### src/rtl/booth4_multiplier.sv
// Sequential radix-4 (modified Booth) multiplier.
// Retires two multiplier bits per clock. Signed or unsigned operands are
// selected per operation. The result register holds until the next completion.
module booth4_multiplier #(
    parameter int unsigned nb = 32
) (
    input  logic            clk,
    input  logic            rst_n,
    input  logic            start,
    input  logic            is_signed,
    input  logic [nb-1:0]   A,
    input  logic [nb-1:0]   B,
    output logic [2*nb-1:0] Product,
    output logic            ready,
    output logic            busy,
    output logic            done
);

    localparam int unsigned Iter = nb / 2 + 1;
    localparam int unsigned CntW = $clog2(Iter) + 1;
    localparam int unsigned ExtW = nb + 2;
    localparam int unsigned AccW = nb + 3;

    typedef enum logic [0:0] {StIdle, StRun} state_e;

    state_e            state_q, state_d;
    logic [CntW-1:0]   cnt_q, cnt_d;
    logic [ExtW-1:0]   m_q, m_d;
    logic [AccW-1:0]   acc_q, acc_d;
    logic [ExtW-1:0]   q_q, q_d;
    logic              q1_q, q1_d;
    logic [2*nb-1:0]   product_q, product_d;
    logic              done_q, done_d;

    logic [ExtW-1:0]   a_ext, b_ext;
    logic [AccW-1:0]   m_x1, m_x2, term, sum;

    // Widen operands by two bits so full-range unsigned values recode correctly.
    always_comb begin
        a_ext = is_signed ? {{2{A[nb-1]}}, A} : {2'b00, A};
        b_ext = is_signed ? {{2{B[nb-1]}}, B} : {2'b00, B};
    end

    // Booth recoding of {q[1], q[0], q_1} into the partial-product term.
    always_comb begin
        m_x1 = {m_q[ExtW-1], m_q};
        m_x2 = {m_q, 1'b0};
        term = '0;
        unique case ({q_q[1:0], q1_q})
            3'b001, 3'b010: term = m_x1;
            3'b011:         term = m_x2;
            3'b100:         term = -m_x2;
            3'b101, 3'b110: term = -m_x1;
            default:        term = '0;
        endcase
        sum = acc_q + term;
    end

    // Next-state logic: load on accept, add-and-shift while running.
    always_comb begin
        state_d   = state_q;
        cnt_d     = cnt_q;
        m_d       = m_q;
        acc_d     = acc_q;
        q_d       = q_q;
        q1_d      = q1_q;
        product_d = product_q;
        done_d    = 1'b0;
        unique case (state_q)
            StIdle: begin
                if (start) begin
                    m_d     = a_ext;
                    q_d     = b_ext;
                    acc_d   = '0;
                    q1_d    = 1'b0;
                    cnt_d   = '0;
                    state_d = StRun;
                end
            end
            StRun: begin
                // Arithmetic shift of {sum, q, q_1} right by two.
                acc_d = {{2{sum[AccW-1]}}, sum[AccW-1:2]};
                q_d   = {sum[1:0], q_q[ExtW-1:2]};
                q1_d  = q_q[1];
                cnt_d = cnt_q + CntW'(1);
                if (cnt_q == CntW'(Iter - 1)) begin
                    product_d = {acc_d[nb-3:0], q_d};
                    done_d    = 1'b1;
                    state_d   = StIdle;
                end
            end
            default: state_d = StIdle;
        endcase
    end

    // State and datapath registers; reset aborts any operation in flight.
    always_ff @(posedge clk or negedge rst_n) begin
        if (!rst_n) begin
            state_q   <= StIdle;
            cnt_q     <= '0;
            m_q       <= '0;
            acc_q     <= '0;
            q_q       <= '0;
            q1_q      <= 1'b0;
            product_q <= '0;
            done_q    <= 1'b0;
        end else begin
            state_q   <= state_d;
            cnt_q     <= cnt_d;
            m_q       <= m_d;
            acc_q     <= acc_d;
            q_q       <= q_d;
            q1_q      <= q1_d;
            product_q <= product_d;
            done_q    <= done_d;
        end
    end

    // Handshake decoded from the state register only.
    always_comb begin
        ready   = (state_q == StIdle);
        busy    = ~ready;
        Product = product_q;
        done    = done_q;
    end

endmodule

### config.mk
export PLATFORM = sky130hd
export DESIGN_NAME = booth4_multiplier
export DESIGN_NICKNAME = d
export VERILOG_FILES = /design/src/rtl/booth4_multiplier.sv
export SDC_FILE = /design/constraint.sdc
export NUM_CORES = 1
export LEC_CHECK = 0
export BUFFER_PORTS_ARGS = -buffer_cell sky130_fd_sc_hd__buf_2
export CELL_PAD_IN_SITES_DETAIL_PLACEMENT = 1
export CELL_PAD_IN_SITES_GLOBAL_PLACEMENT = 2
export CORE_ASPECT_RATIO = 0.7
export CORE_UTILIZATION = 30
export CTS_BUF_LIST = sky130_fd_sc_hd__clkbuf_8 sky130_fd_sc_hd__clkbuf_16
export DETAILED_ROUTE_END_ITERATION = 6
export GPL_TIMING_DRIVEN = 0
export PLACE_DENSITY = 0.79
export SLEW_MARGIN = 20
export SYNTH_ARGS = -nofsm -noshare
export SYNTH_HDL_FRONTEND = slang
export SYNTH_SLANG_ARGS = --single-unit
### constraint.sdc
create_clock -name clk -period 6.1 [get_ports clk]
set_input_delay 0.305 -clock clk [delete_from_list [all_inputs] [get_ports clk]]
set_output_delay 0.305 -clock clk [all_outputs]
set_load 0.1 [all_outputs]
==> impl_metrics.toml <==
[die]
die-width_um = 223
core_area_um2 = 33600
io-pin-count = 135
die_height_um = 157
fp.dieArea_um2 = 35000
row_count = 56
initial_core_util_pct = 30.6

[logic_synthesis]
yosys_warnings = 0
synth_area_um2 = 10300
synth-compound-area-share_pct = 17.9
synth_edf_count = 0
ys_seq_area_share_pct = 42.1
synth_cells = 1171
synth_cell_type_count = 72
synth.area.mux_share_pct = 6.27
synthArstFlopShare_pct = 100
ys.flop_type = "dfrtp_1"
syn_avg_cell_area_um2 = 8.77
synth-seq-cells = 173
yosys.area_share.simple_pct = 19.8
synthesis.nets = 1277
synth_top_family_by_area = "simple AND/OR/NAND/NOR gates"
synth-xor-area-share_pct = 5.88
synthAdderAreaFrac_pct = 4.70

[routing]
wl_per_cell_um = 19.6
vias = 9233
vias_per_cell = 5.20
drtPass1Iterations = 5
drt_first_iter_violations = 607
antenna_left = 0
route.detailed.drc = 0
wirelength_um = 34800

[layout]
drive_above_1_share_pct = 16.9
syn_to_final_growth_pct = 18.3
stdcell_area_um2 = 12200
layout.nets = 1433
fin_cells = 1776
n_fill_cell = 3966

[clock_tree]
cts_max_level = 4
clock_latency_ns = 0.46
cts_tree = "done"
cts_hold_buffers = 1
cts_resized = 0
clk_pin_slew_ns = 0.07
clock_sinks = 173
cts_root_buffer = "clkbuf_16"
cts_setup_buffers = 0
cts_buffers = 17
clockBufferDepth = 2

[global_route]
grt_overflow = 0
grt_pass1_wl_um = 54700
grt_max_degree = 86
gr-usage-all-layers_pct = 20.4
grt_pass1_vias = 9350
antenna_found_initial = 2

[min_path]
hp-class = "input port to flip-flop"
hold_depth = 3

[timing]
finalCritPeriodShare_pct = 92.7
setup_tns_ns = 0
finClkSkew_ns = 0.0148
rsz0062_at_grt = "no"
max_freq_mhz = 177
setup_violations = 0
slew_headroom_pct = 43.1
hold_viol = 0
maxSlewViolCount = 0
fin_crit_ns = 5.65
worst_slew_pin_slew_ns = 0.854

[placement]
post-dp-hpwl_um = 26300
placed_cells = 1742
dpl-instance-area_um2 = 11600
portBuffers = 134
gp_congestion = 0.948

[critical_path]
crit_path_start_kind = "flip-flop"
critical_path_class = "flip-flop to flip-flop"
critPathRequiredTime_ns = 6.48
r2r_cells = 19
path_max_fanout = 8
worstSetupEndpointType = "flip-flop"
arrival_ns = 6.03

[flow_run]
maxCapViolCount = 0

[outcome]
status = "completed"
stage by stage:
| step | setup WS (ns) | hold WS [ns] | util (%) |
|---|---|---|---|
| global route | 0.154 | 0.0292 | 36.2 |
| floorplan | 1.52 | 0.00941 | - |
| CTS | 0.538 | 0.0143 | 36.2 |
| global placement | 0.639 | 0.456 | 34.2 |
| finish | 0.445 | 0.0342 | 36.2 |
| detailed placement | 0.558 | 0.223 | 34.4 |
sequential cells by signal, indices dropped and copies added (netlist names):
register	flops
Product	64
busy	1
m_q	33
cnt_q	6
q_q	34
acc_q	33
q1_q	1
done	1
Yosys cell counts, drive strengths merged (5+ instances only):
master / number / area [um^2]
clkbuf: 51 / 191
a22oi: 7 / 52.6
xor2: 20 / 175
inv: 17 / 63.8
o211ai: 5 / 42.5
or3: 16 / 105
dfrtp: 173 / 4330
a221oi: 17 / 155
o21bai: 7 / 52.6
nor4: 5 / 61.3
buf: 17 / 80.1
nand2b: 6 / 40.0
nor3: 19 / 111
mux2: 27 / 304
nand3: 16 / 90.1
mux2i: 34 / 340
or2: 5 / 31.3
and2: 6 / 37.5
o22ai: 6 / 43.8
a31oi: 11 / 68.8
a21o: 10 / 75.1
nand2: 310 / 1170
ha: 37 / 463
o21ai: 97 / 485
a21oi: 54 / 270
a221o: 10 / 100
nor2: 61 / 229
xnor2: 49 / 429
a22o: 25 / 219
critical path, stage by stage (launching register included):
cell and delay (ns):
dfrtp_1 0.51, or3_1 0.51, nor3_2 0.51, nand2_2 0.20
or3_1 0.39, and2_1 0.19, xor2_1 0.15, a21oi_1 0.16
nor2_1 0.06, a221o_1 0.36, ha_1 0.31, clkbuf_1 0.31
and3_1 0.25, and4_1 0.21, o21ai_0 0.20, a21oi_1 0.26
o211ai_1 0.18, a211o_1 0.34, a2111o_1 0.43, o211ai_2 0.06
placed cells by master (no fill, tap or decap), types with 14 or more instances in the layout:
master	Yosys	final
a22o_1	25	25
clkbuf_1	51	51
xnor2_1	49	49
a21oi_1	54	54
xor2_1	20	20
buf_2	4	137
mux2_2	27	27
inv_1	17	18
nor3_1	17	17
or3_1	15	15
nand3_1	14	14
mux2i_1	34	34
nor2_1	61	60
o21ai_0	95	95
a221oi_1	16	16
dfrtp_1	173	173
clkbuf_16	0	17
nand2_1	309	309
ha_1	37	37
per-layer routing:
layer	GRT usage [%]	part of all wire (%)	vias up
met3	3.77	5.2	31
met4	5.75	1.4	2
met1	30.8	52	4590
met2	29.1	42	193
li1	-	-	4417
met5	0	0.037	-
path summary, 6_finish.rpt:
check / start / endpoint / slack (ns)
worst max-delay path: m_q[2] / acc_q[33] / 0.45
max in group asynchronous: rst_n / acc_q[11] / 5.01
worst min-delay path: A[26] / m_q[26] / 0.03
worst max register to register: m_q[2] / acc_q[33] / 0.45
min in group asynchronous: rst_n / Product[9] / 0.32
worst min register to register: Product[18] / Product[18] / 0.47
cells by family after synthesis:
group / count (synthesis)
and+or+nand+nor: 463
AOI/OAI and AO/OA: 281
DFF: 173
buffers and inverters: 86
xor gates and xnor gates: 69
muxes: 61
adders and majority gates: 38
area by class of cell:
cell class                 instances  area (um^2)  area share, %
timing repair buffer             137          746           6.14
clock inverter                    14          146           1.20
sequential                       173         4330           35.6
inverter                          18         67.6          0.556
buffer                            68          272           2.23
clock buffer                      18          439           3.61
multi-input combinational        912         5610           46.1
tap                              435          544           4.48
antenna                            1         2.50         0.0206
Power is not shown: default switching activity piles up to over one toggle a cycle in this logic, so the estimate is an artifact.
